File: config.mk
export PLATFORM = sky130hd
export DESIGN_NAME = fir_avg_out
export DESIGN_NICKNAME = d
export VERILOG_FILES = /design/src/rtl/fir_pkg.sv /design/src/rtl/fir_sync_fifo.sv /design/src/rtl/fir_avg_out.sv
export SDC_FILE = /design/constraint.sdc
export NUM_CORES = 1
export LEC_CHECK = 0
export BUFFER_PORTS_ARGS = -buffer_cell sky130_fd_sc_hd__clkbuf_2
export CORE_AREA = 2 2 66 68
export CTS_BUF_LIST = sky130_fd_sc_hd__clkbuf_4 sky130_fd_sc_hd__clkbuf_8
export CTS_CLUSTER_DIAMETER = 100
export DETAILED_ROUTE_END_ITERATION = 7
export DIE_AREA = 0 0 68 70
export GPL_ROUTABILITY_DRIVEN = 0
export PLACE_DENSITY = 0.66
export SYNTH_ARGS = -nofsm -noshare
export SYNTH_HDL_FRONTEND = slang
export SYNTH_HIERARCHICAL = 1
export SYNTH_SLANG_ARGS = --single-unit
File: constraint.sdc
create_clock -name clk -period 2.42 [get_ports clk]
set_input_delay 0.121 -clock clk [delete_from_list [all_inputs] [get_ports clk]]
set_output_delay 0.121 -clock clk [all_outputs]
set_load 0.02 [all_outputs]
File: src/rtl/fir_pkg.sv
// fir_pkg: shared scaling helpers and constants for FIR post-processing stages
package fir_pkg;
   localparam int DROP_CNT_W = 8;
   function automatic logic [31:0] fir_round_sat(input logic [31:0] sum, input int s, input int width);
      logic [32:0] r;
      r = ({1'b0, sum} + (33'd1 << (s - 1))) >> s;
      return (r > ((33'd1 << width) - 33'd1)) ? ((32'd1 << width) - 32'd1) : r[31:0];
   endfunction
endpackage

File: src/rtl/fir_sync_fifo.sv
// fir_sync_fifo: synchronous FIFO, wrap-bit pointers, combinational head read
module fir_sync_fifo #(
   parameter int dw = 4,
   parameter int depth = 4
) (
   input  logic                     clk,
   input  logic                     reset,
   input  logic                     push,
   input  logic [dw-1:0]            push_data,
   input  logic                     pop,
   output logic [dw-1:0]            rd_data,
   output logic                     empty,
   output logic                     full,
   output logic [$clog2(depth):0]   count,
   output logic                     push_ok
);
   localparam int aw = $clog2(depth);
   logic [aw:0]   rd, wr;
   logic [dw-1:0] mem [depth];
   logic          pop_ok;
   always_comb begin
      empty   = rd == wr;
      full    = (rd[aw] != wr[aw]) && (rd[aw-1:0] == wr[aw-1:0]);
      count   = wr - rd;
      pop_ok  = pop & ~empty;
      push_ok = push & (~full | pop_ok);
      rd_data = mem[rd[aw-1:0]];
   end
   always_ff @(posedge clk) begin
      if (reset) begin
         rd <= '0;
         wr <= '0;
      end else begin
         if (push_ok) wr <= wr + 1'b1;
         if (pop_ok) rd <= rd + 1'b1;
      end
   end
   always_ff @(posedge clk)
      if (push_ok) mem[wr[aw-1:0]] <= push_data;
endmodule

File: src/rtl/fir_avg_out.sv
// fir_avg_out: moving-sum to rounded/saturated average, buffered with drop accounting
module fir_avg_out
   import fir_pkg::*;
#(
   parameter int tapSize = 4,
   parameter int width = 4,
   parameter int depth = 4
) (
   input  logic                              clk,
   input  logic                              reset,
   input  logic                              in_valid,
   input  logic [$clog2(tapSize)+width-1:0]  in,
   output logic                              out_valid,
   input  logic                              out_ready,
   output logic [width-1:0]                  out,
   output logic [$clog2(depth):0]            count,
   output logic                              overflow,
   output logic [DROP_CNT_W-1:0]             drop_count
);
   localparam int S = $clog2(tapSize);
   if ((tapSize < 2) || ((tapSize & (tapSize - 1)) != 0) || (depth < 2) || ((depth & (depth - 1)) != 0)) begin : g_bad_param
      $error("fir_avg_out: tapSize and depth must be powers of two >= 2");
   end
   logic [width-1:0] avg_q;
   logic             avg_v_q, empty, full, push_ok;
   always_ff @(posedge clk) begin
      if (reset) begin
         avg_v_q <= 1'b0;
         avg_q   <= '0;
      end else begin
         avg_v_q <= in_valid;
         if (in_valid) avg_q <= width'(fir_round_sat(32'(in), S, width));
      end
   end
   assign out_valid = ~empty;
   fir_sync_fifo #(.dw(width), .depth(depth)) u_fifo (
      .clk(clk),
      .reset(reset),
      .push(avg_v_q),
      .push_data(avg_q),
      .pop(out_valid & out_ready),
      .rd_data(out),
      .empty(empty),
      .full(full),
      .count(count),
      .push_ok(push_ok)
   );
   // rejected pushes only; full is implied by !push_ok while avg_v_q is set
   always_ff @(posedge clk) begin
      if (reset) begin
         overflow   <= 1'b0;
         drop_count <= '0;
      end else if (avg_v_q && !push_ok) begin
         overflow <= 1'b1;
         if (drop_count != '1) drop_count <= drop_count + 1'b1;
      end
   end
endmodule

# After elaboration in Yosys (flattened, before gate mapping)
# Memories as Yosys holds them, arrays and structs flattened. A register that Yosys moved wholly into a read port is not among the register bits.
# Index checks and enable logic that the tools add are counted.
[op_classes] addsub=5 magnitude_cmp=1 eq_ne=4 muxes=5 bitwise=6 n_reduce_logical=4
[op_table] op="$add 8x1->8 const B" count=1
[op_table] op="$ne 8x8->1 const B" count=1
[op_table] op="$add 6x2->7 const B" count=1
[op_table] op="$add 3x1->3 const B" count=2
[op_table] op="$gt 5x4->1 const B" count=1
[op_table] op="$mux 2" count=2
[op_table] op="$mux 4" count=1
[op_table] op="$and 1x1->1" count=3
[op_table] op="$eq 3x3->1" count=1
[op_table] op="$sub 3x3->3" count=1
[op_table] op="$eq 2x2->1" count=1
[op_table] op="$logic_and 1x1->1" count=2
[op_table] op="$mux 1" count=2
[op_table] op="$not 1->1" count=2
[op_table] op="$reduce_and 2->1" count=1
[op_table] op="$logic_not 1->1" count=1
[op_table] op="$ne 1x1->1" count=1
[op_table] op="$or 1x1->1" count=1
[word_totals] regBits=20 mem_bits_rw=16 inputBits=10 wordCells=32 memories=1
[memory_table] memory="u_fifo.mem" depth=4 word_bits=4 rd=1 rd_clocked_by_memory_dff=1 write_ports=1 line="fir_sync_fifo.sv:19" text="logic [dw-1:0] mem [depth];"

# Depth between registers and ports, before layout
# Gate-level depths: netlist of run 1.
[logic_depth] word_depth=9 ltp_mapped=10 depth_no_buf=10

# Hierarchy
# The synthesis of run 1 kept the hierarchy.
[by_module_without_submodules] mod="fir_sync_fifo" n_inst=1 cells_each=75 area_per_inst_um2=1094.8 seq_area_each_um2=640.6
[by_module_without_submodules] mod="fir_avg_out" n_inst=1 cells_each=77 area_per_inst_um2=661.9 seq_area_each_um2=280.3

# Least setup slack after synthesis of run 1
# OpenSTA, ideal clock, no wires.
[synth_path] path_type="register -> register" start="register u_fifo.wr[0]" end="register drop_count[3]" setup_ns=0.071 arrival_time_ns=2.366 required_ns=2.349 path_slack_ns=-0.017 stages_incl_launch_ff=11 path_buffers=0 cell_sequence="dfxtp_1 inv_1 ha_1 nand2_1 nor2_1 nor2b_1 o31a_1 nor2b_1 nand2_1 or3_2 a21oi_1"
[synth_via] elab_chain_cells=9
[synth_rtl] element="start, declared" line="fir_sync_fifo.sv:18" text="logic [aw:0] rd, wr;"
[synth_rtl] element="start signal, assigned" line="fir_sync_fifo.sv:34" text="if (push_ok) wr <= wr + 1'b1;"
[synth_rtl] element="$eq 3x3->1 (*)" line="fir_sync_fifo.sv:22" text="empty = rd == wr;"
[synth_rtl] element="named net empty" line="fir_avg_out.sv:25" text="logic avg_v_q, empty, full, push_ok;"
[synth_rtl] element="$not 1->1 (*)" line="fir_sync_fifo.sv:25, fir_avg_out.sv:35"
[synth_rtl] element="$and 1x1->1" line="fir_avg_out.sv:41" text=".pop(out_valid & out_ready),"
[synth_rtl] element="$and 1x1->1 (*)" line="fir_sync_fifo.sv:25" text="pop_ok = pop & ~empty;"
[synth_rtl] element="$or 1x1->1 (*)" line="fir_sync_fifo.sv:26" text="push_ok = push & (~full | pop_ok);"
[synth_rtl] element="$and 1x1->1 (*)" line="fir_sync_fifo.sv:26"
[synth_rtl] element="named net push_ok" line="fir_avg_out.sv:25"
[synth_rtl] element="$logic_not 1->1 (*)" line="fir_avg_out.sv:53" text="end else if (avg_v_q && !push_ok) begin"
[synth_rtl] element="$logic_and 1x1->1 (*)" line="fir_avg_out.sv:53"
[synth_rtl] element="$reduce_and 2->1 (no line) (*)"
[synth_rtl] element="end signal, assigned" line="fir_avg_out.sv:55" text="if (drop_count != '1) drop_count <= drop_count + 1'b1;"
[synth_rtl] element="end, declared" line="fir_avg_out.sv:18" text="output logic [DROP_CNT_W-1:0] drop_count"
# The timed path passes the listed nets; every way through them passes the cells marked *.
# A chain may end at the register's enable or synchronous reset.

# Worst setup path in the final report of run 1
[layout_path] start="register u_fifo.wr[0]" end="register drop_count[4]"
# The elaborated chain is that of the path after synthesis.

==> impl_metrics.json, run 1 <==
{
  "status": "complete, no violations",
  "power_mw": 1.45,
  "postCtsSetupRepairBufs": 0,
  "wl_per_cell_um": 13.8,
  "portBuffers": 25,
  "clock_path_buffers": 2,
  "ys_warn_count": 6,
  "vias": 1257,
  "place_ws_ns": 0.0973,
  "drt_iter0_drc": 25,
  "relSlewSlack_pct": 67.5,
  "seq_area_um2": 922,
  "fmax_ghz": 0.448,
  "synthCells": 151,
  "synthesis.area_um2": 1750,
  "initial_core_util_pct": 42.3,
  "overflow": 0,
  "syn_nets": 171,
  "drt-total-wl_um": 3300,
  "area_growth_syn_to_layout_pct": 20.1,
  "die_y_um": 70,
  "cap_violations": 0,
  "crit_type": "flop to flop",
  "cts_sinks": 38,
  "r2r_start": "u_fifo/wr[0]",
  "firstDrtPassIters": 4,
  "p_per_area_nw_per_um2": 691,
  "antenna_cells": 0,
  "worst_slack_ns": 0.188,
  "crit_required_ns": 2.59,
  "worst_pin_slew_ns": 0.487,
  "ir_worst_vdd_mv": 0.339,
  "rows": 24,
  "insertion_delay_ns": 0.29,
  "postRouteAntennaNets": 0,
  "avgSynthCellArea_um2": 11.6,
  "core_um2": 4140,
  "fin_crit_sh_pct": 92.2,
  "grt-busiest-layer": "met2",
  "crit_arrival_ns": 2.40,
  "leakagePower_nw": 0.853,
  "dp_hpwl_um": 2500,
  "crit_path_end_kind": "flop",
  "htreeDepth": 2,
  "grt_pass1_vias": 1256,
  "nets": 206,
  "final_max_slew_viol_count": 0,
  "cp-startpoint": "u_fifo/wr[0]",
  "rsz0062_at_grt": "no",
  "route.detailed.drc": 0,
  "layout_min_cycle_time_ns": 2.23,
  "ios": 27,
  "cts_tree": "yes",
  "grt_pass1_wl_um": 5580,
  "cp-endpoint": "drop_count[4]",
  "fp.dieArea_um2": 4760,
  "design_area_um2": 2110,
  "antenna_found_initial": 0,
  "setup_viol": 0,
  "layout-drive-gt1-share_pct": 29.4,
  "grt_usage_pct": 15.5,
  "use_met1_pct": 17.8,
  "start_kind": "flop",
  "timing.rr.end": "drop_count[4]",
  "fin_tns_setup_ns": 0,
  "rrSetupSlack_ns": 0.19,
  "critPathMaxFanout": 4,
  "reg2regPathDepth": 10,
  "cts-root-buf": "clkbuf_8",
  "cts_buffers": 5,
  "skew_ns": 0.0106,
  "multi_input_area_um2": 810,
  "hold_class": "primary input to flop",
  "fp.dieW_um": 68,
  "grt_use_met2_pct": 26.8,
  "cts.reportedPaths.clkPinSlew_ns": 0.08,
  "grt_max_degree": 25,
  "hold_violations": 0,
  "vias_per_cell": 5.26,
  "final.fill_count": 384,
  "placed_area_um2": 1970,
  "use_met3_pct": 3.86
}
-- final cells by class --
type	instances	area share, %
sequential	38	43.8
multi-input combinational	101	38.4
timing repair buffer	30	7.72
clock buffer	5	3.27
tap	52	3.09
clock inverter	3	1.90
inverter	10	1.78
-- how the worst min path moves through the flow --
stage              from  cells past startpoint  slack, ns  endpoint
2_1_floorplan     reset                      1       0.19   avg_v_q
3_3_place_gp   overflow                      2       0.46  overflow
3_5_place_dp   overflow                      2       0.47  overflow
4_1_cts        in_valid                      2       0.15   avg_v_q
5_1_grt        in_valid                      2       0.17   avg_v_q
6_report       in_valid                      2       0.16   avg_v_q
-- what timing repair did --
| action | 4_1_cts | 5_1_grt |
|---|---|---|
| setup endpoints to repair | 0 | 5 |
| hold buffers | 0 | 0 |
| gates resized for setup | 0 | 6 |
-- state kept, by name (all words and copies together), names as in the netlist, named ones only --
| register | count |
|---|---|
| u_fifo/rd | 3 |
| overflow | 1 |
| u_fifo/mem | 16 |
| u_fifo/wr | 3 |
| avg_v_q | 1 |
| drop_count | 8 |
| avg_q | 4 |
-- per-layer routing --
layer	up-vias	share of wire, %	routed length (µm)
li1	623	-	-
met1	601	41	1370
met2	25	53	1750
met3	8	4.0	131
met4	0	1.7	55
met5	-	0	0
-- critical path, cell delays in order (launching register included) --
cell and delay [ns]:
dfxtp_1 0.35, inv_2 0.07, ha_4 0.27, nand2_1 0.08
nor2_2 0.16, nor2b_1 0.08, o31a_1 0.33, nand4b_1 0.29
a211oi_2 0.28, xnor2_1 0.14, nor2_1 0.05
-- power breakdown --
part | switching, mW | internal [mW] | total (mW)
registers | 0.0228 | 0.695 | 0.718
logic | 0.121 | 0.0903 | 0.211
clock network | 0.222 | 0.303 | 0.525
total | 0.366 | 1.09 | 1.45
-- placed cells by master (no fill, tap or decap), drive strengths merged --
| master | n |
|---|---|
| clkbuf | 30 |
| dfxtp | 22 |
| nor2 | 17 |
| edfxtp | 16 |
| inv | 10 |
| ha | 9 |
| nand2 | 7 |
| nand3 | 6 |
| buf | 5 |
| nor2b | 5 |
| a211oi | 5 |
| a21oi | 4 |
| xnor2 | 4 |
| mux4 | 4 |
| mux2 | 4 |
| nor3 | 3 |
| mux2i | 3 |
| xor2 | 3 |
| and2 | 3 |
| o31ai | 2 |
| or4 | 2 |
| o21ai | 2 |
| nand4 | 2 |
| o21a | 2 |
| clkinv | 2 |
| and3 | 2 |
| and4 | 1 |
| nand4b | 1 |
| or3 | 1 |
| and3b | 1 |
| nor4 | 1 |
| nand2b | 1 |
| bufinv | 1 |
| o31a | 1 |
| o311a | 1 |
| o2111ai | 1 |
| a211o | 1 |
| o211ai | 1 |
| fa | 1 |
-- stage by stage --
stage,utilization (%),hold WS [ns],instances
6_report,50.8,0.161,239
3_3_place_gp,47.6,0.455,231
3_5_place_dp,47.6,0.466,231
4_1_cts,50.2,0.155,239
2_1_floorplan,-,0.193,151
5_1_grt,50.8,0.166,239
(Power assumes the default switching activity.)
==> inputs of run 2 (changes only) <==
Settings changed: CORE_AREA 2 2 66 68 to 2 2 86 88, DIE_AREA 0 0 68 70 to 0 0 88 90, PLACE_DENSITY 0.66 to unset, SYNTH_HIERARCHICAL 1 to unset, TNS_END_PERCENT set to 100.
==> impl_metrics.json, run 2 <==
{
  "drt-total-wl_um": 2990,
  "ys_seq_area_share_pct": 54.1,
  "insertion_delay_ns": 0.28,
  "final_common_cell": "clkbuf_2",
  "ios": 27,
  "power_switching_mw": 0.367,
  "crit_path_end_kind": "flop",
  "fp.dieW_um": 88,
  "ys_warn_count": 0,
  "combPwrFrac_pct": 12.8,
  "layout-drive-gt1-share_pct": 22.3,
  "synth.distinct_cells": 35,
  "rsz0062_at_grt": "no",
  "cp-endpoint": "drop_count[5]",
  "largest_reg_flops": 16,
  "core_um2": 7020,
  "critPathMaxFanout": 8,
  "vias_per_cell": 4.14,
  "portBuffers": 25,
  "grt_usage_pct": 7.81,
  "clkPwrFrac_pct": 41.1,
  "cts-root-buf": "clkbuf_8",
  "yosysTopAreaCellShare_pct": 28.2,
  "cts.reportedPaths.clkPinSlew_ns": 0.08,
  "cts_buffers": 5,
  "initial_core_util_pct": 24.2,
  "postRouteAntennaNets": 0,
  "intPower_mw": 1.19,
  "final.fill_count": 731,
  "ctsResizeCount": 0,
  "synthesis.area_um2": 1700,
  "rrSetupSlack_ns": 0.30,
  "worst_pin_slew_ns": 0.502,
  "start_kind": "flop",
  "fp.dieArea_um2": 7920,
  "yosysMostFrequentCell": "dfxtp_1",
  "use_met1_pct": 10.2,
  "layout_min_cycle_time_ns": 2.12,
  "grt_max_degree": 24,
  "fin_tns_setup_ns": 0,
  "drt_iter0_drc": 55,
  "status": "complete, no violations",
  "synth-edff-count": 16,
  "avgSynthCellArea_um2": 11.5,
  "grt-busiest-layer": "met2",
  "grt_pass1_wl_um": 4930,
  "synthArstFlopShare_pct": 0,
  "cts_hold_buf": 0,
  "antenna_found_initial": 0,
  "grt_pass1_vias": 1060,
  "fmax_ghz": 0.472,
  "cap_violations": 0,
  "use_met3_pct": 2.75,
  "dp_hpwl_um": 2270,
  "cts_tree": "yes",
  "area_growth_syn_to_layout_pct": 22.3,
  "ys_top_cells_by_area": "edfxtp_1, dfxtp_1, ha_1",
  "yosys-top-cells-count": "dfxtp_1, nor2_1, edfxtp_1, ha_1",
  "crit_required_ns": 2.60,
  "r2r_start": "u_fifo.wr[0]",
  "vias": 1151,
  "rows": 31,
  "hold_class": "primary input to flop",
  "clock_path_buffers": 2,
  "crit_type": "flop to flop",
  "power_frac_seq_pct": 46.1,
  "cp-startpoint": "u_fifo.wr[0]",
  "antenna_cells": 0,
  "nets": 198,
  "yosysTopAreaCell": "edfxtp_1",
  "overflow": 0,
  "reg2regPathDepth": 6,
  "postCtsSetupRepairBufs": 0,
  "crit_arrival_ns": 2.30,
  "swShare_pct": 23.6,
  "final_cell_mix": "clkbuf_2, dfxtp_1, nor2_1",
  "firstDrtPassIters": 4,
  "cts_sinks": 38,
  "die_y_um": 90,
  "fin_crit_sh_pct": 87.6,
  "ys_ff_latch": 38,
  "setup_viol": 0,
  "p_per_area_nw_per_um2": 748,
  "wl_per_cell_um": 10.7,
  "syn_nets": 168,
  "hold_violations": 0,
  "whs_ns": 0.158,
  "route.detailed.drc": 0,
  "ir_worst_vdd_mv": 0.280,
  "skew_ns": 0.00288,
  "relSlewSlack_pct": 66.3,
  "grt_use_met2_pct": 12.2,
  "synthCells": 148,
  "leakagePower_nw": 0.790,
  "htreeDepth": 2,
  "final_max_slew_viol_count": 0,
  "timing.rr.end": "drop_count[5]",
  "synth_ff_type": "dfxtp_1"
}
[run 2: cell families (layout without fill, tap and decap cells)]
group           count (synthesis)  after routing  synth area share [%]
simple gates                   53             53                  15.9
flops                          38             38                  54.1
compound gates                 20             20                  7.57
fa+ha+maj                      10             10                  7.79
buf+inv                        10             41                  2.21
mux                             9              9                  8.31
xor+xnor                        8              8                  4.12
[run 2: metrics by stage]
stage | instance area [µm²] | std cells | utilization (%) | worst slack [ns] | power (mW)
2_1_floorplan | 1700 | 148 | - | 0.493 | 0.869
3_3_place_gp | 1940 | 270 | 27.7 | 0.324 | 0.934
3_5_place_dp | 1940 | 270 | 27.7 | 0.315 | 0.938
4_1_cts | 2080 | 278 | 29.6 | 0.286 | 1.57
5_1_grt | 2080 | 278 | 29.6 | 0.0884 | 1.62
6_report | 2080 | 278 | 29.6 | 0.300 | 1.56
[run 2: layer usage]
layer | wire length (µm) | share of wire [%]
met1 | 1450 | 48
met2 | 1390 | 46
met3 | 141 | 4.7
met4 | 13 | 0.44
met5 | 0 | 0
[run 2: power by group through the flow]
| stage | registers, mW | clock network (mW) | logic, mW |
|---|---|---|---|
| floorplan | 0.726 | 0 | 0.143 |
| global placement | 0.732 | 0 | 0.202 |
| detailed placement | 0.734 | 0 | 0.204 |
| CTS | 0.719 | 0.650 | 0.205 |
| global route | 0.723 | 0.674 | 0.225 |
| finish | 0.718 | 0.639 | 0.200 |
[run 2: layout make-up]
| type | instances | area [µm²] | area share (%) |
|---|---|---|---|
| tap | 99 | 124 | 5.95 |
| multi-input combinational | 100 | 743 | 35.7 |
| inverter | 8 | 30.0 | 1.44 |
| sequential | 38 | 921 | 44.3 |
| timing repair buffer | 25 | 125 | 6.01 |
| clock inverter | 3 | 68.8 | 3.31 |
| clock buffer | 5 | 68.8 | 3.31 |
[run 2: how the worst min path moves through the flow]
| stage | startpoint | to | slack, ns | depth (start not counted) |
|---|---|---|---|---|
| 2_1_floorplan | in_valid | avg_v_q | 0.25 | 1 |
| 3_3_place_gp | overflow | overflow | 0.46 | 2 |
| 3_5_place_dp | in_valid | avg_v_q | 0.46 | 2 |
| 4_1_cts | in_valid | avg_v_q | 0.16 | 2 |
| 5_1_grt | in_valid | avg_v_q | 0.18 | 2 |
| 6_report | in_valid | avg_v_q | 0.16 | 2 |
[run 2: worst max-delay path, cell delays in order, from the launching register on]
cell and delay, ns:
dfxtp_1 0.40, inv_1 0.10, ha_1 0.34, nand4b_1 0.20
nand2b_2 0.30, nor4_1 0.31, mux2_2 0.36
==> inputs of run 3 (changes only) <==
Settings changed: CELL_PAD_IN_SITES_DETAIL_PLACEMENT set to 1, CELL_PAD_IN_SITES_GLOBAL_PLACEMENT set to 1, CORE_AREA 2 2 86 88 to 2 2 68 70, CTS_CLUSTER_DIAMETER 100 to 50, DIE_AREA 0 0 88 90 to 0 0 70 72, PLACE_DENSITY_LB_ADDON set to 0.1.
==> impl_metrics.json, run 3 (synthesized netlist as in run 2, its figures left out) <==
{
  "fp.dieW_um": 70,
  "cts.reportedPaths.clkPinSlew_ns": 0.07,
  "vias": 1216,
  "area_growth_syn_to_layout_pct": 15.7,
  "vias_per_cell": 5.26,
  "fin_tns_setup_ns": 0,
  "power_switching_mw": 0.348,
  "swShare_pct": 26.1,
  "antenna_found_initial": 0,
  "ir_worst_vdd_mv": 0.261,
  "ios": 27,
  "combPwrFrac_pct": 15.0,
  "core_um2": 4260,
  "drt-total-wl_um": 3500,
  "relSlewSlack_pct": 63.0,
  "grt_usage_pct": 15.0,
  "intPower_mw": 0.986,
  "skew_ns": 0.00276,
  "clock_path_buffers": 2,
  "final_max_slew_viol_count": 0,
  "layout-drive-gt1-share_pct": 21.8,
  "cts_sinks": 38,
  "power_mw": 1.33,
  "route.detailed.drc": 0,
  "start_kind": "flop",
  "crit_arrival_ns": 2.31,
  "status": "complete, no violations",
  "leakagePower_nw": 0.768,
  "p_per_area_nw_per_um2": 678,
  "fmax_ghz": 0.467,
  "fin_crit_sh_pct": 88.5,
  "postCtsSetupRepairBufs": 0,
  "drt_iter0_drc": 51,
  "final_core_util_pct": 46.2,
  "portBuffers": 25,
  "cap_violations": 0,
  "initial_core_util_pct": 39.9,
  "fp.dieArea_um2": 5040,
  "largest_reg_flops": 16,
  "power_frac_seq_pct": 53.9,
  "place_ws_ns": 0.269,
  "final_common_cell": "clkbuf_2",
  "worst_slack_ns": 0.279,
  "dp.cells": 223,
  "clkPwrFrac_pct": 31.0,
  "cts_tree": "yes",
  "layout_min_cycle_time_ns": 2.14,
  "overflow": 0,
  "grt_pass1_wl_um": 5870,
  "die_y_um": 72,
  "insertion_delay_ns": 0.28,
  "firstDrtPassIters": 4,
  "finalNonFillerCells": 231,
  "grt_max_degree": 24,
  "postRouteAntennaNets": 0,
  "rows": 24,
  "dp_hpwl_um": 2660,
  "cts-root-buf": "clkbuf_8",
  "crit_required_ns": 2.59,
  "worst_pin_slew_ns": 0.551,
  "hold_class": "primary input to flop",
  "nets": 198,
  "ctsResizeCount": 0,
  "grt_pass1_vias": 1261,
  "antenna_cells": 0,
  "htreeDepth": 2,
  "critPathMaxFanout": 8,
  "cts_hold_buf": 0,
  "hold_violations": 0,
  "final_cell_mix": "clkbuf_2, dfxtp_1, nor2_1",
  "cts_buffers": 5,
  "rsz0062_at_grt": "no",
  "crit_path_end_kind": "flop",
  "crit_type": "flop to flop",
  "setup_viol": 0,
  "wl_per_cell_um": 15.2
}
## run 3: cell types whose count changed in the layout (fill, tap and decap cells not counted), sizes merged
cell	change
bufinv	-2
clkbuf	+1
clkinv	+1
## run 3: power groups by stage
stage | clock (mW) | sequential, mW | combinational, mW
finish | 0.414 | 0.720 | 0.201
global route | 0.464 | 0.726 | 0.224
CTS | 0.435 | 0.722 | 0.205
detailed placement | 0 | 0.736 | 0.203
global placement | 0 | 0.733 | 0.197
floorplan | 0 | 0.726 | 0.143
## run 3: cell type report
| cell class | instances | area, µm² |
|---|---|---|
| clock buffers | 6 | 76.3 |
| multi-input cells | 100 | 743 |
| fillers | 501 | 2290 |
| flip-flops and latches | 38 | 921 |
| well taps | 52 | 65.1 |
| repair buffers | 25 | 125 |
| inverters | 8 | 30.0 |
| clock inverters | 2 | 8.76 |
## run 3: stage by stage
step / area, µm² / hold slack, ns
global placement: 1880 / 0.448
finish: 1970 / 0.163
CTS: 1970 / 0.160
floorplan: 1700 / 0.249
global route: 1970 / 0.194
detailed placement: 1880 / 0.462
## run 3: worst paths after layout
path	from	endpoint	slack [ns]	cells after the start
worst min-delay path	in_valid	avg_v_q	0.16	2
worst min register to register	overflow	overflow	0.47	2
worst max register to register	u_fifo.wr[0]	drop_count[5]	0.28	6
worst max-delay path	u_fifo.wr[0]	drop_count[5]	0.28	6
## run 3: routing by layer
metal / wire (µm) / vias up / track usage [%]
li1: - / 597 / -
met1: 1460 / 597 / 16.1
met2: 1890 / 17 / 28.6
met3: 90 / 5 / 2.92
met4: 58 / 0 / 6.41
met5: 0 / - / 0
## run 3: worst max-delay path, cell delays in order, from the launching register on
cell and delay [ns]:
dfxtp_1 0.40, inv_1 0.11, ha_1 0.34, nand4b_1 0.20
nand2b_2 0.30, nor4_1 0.31, mux2_2 0.36
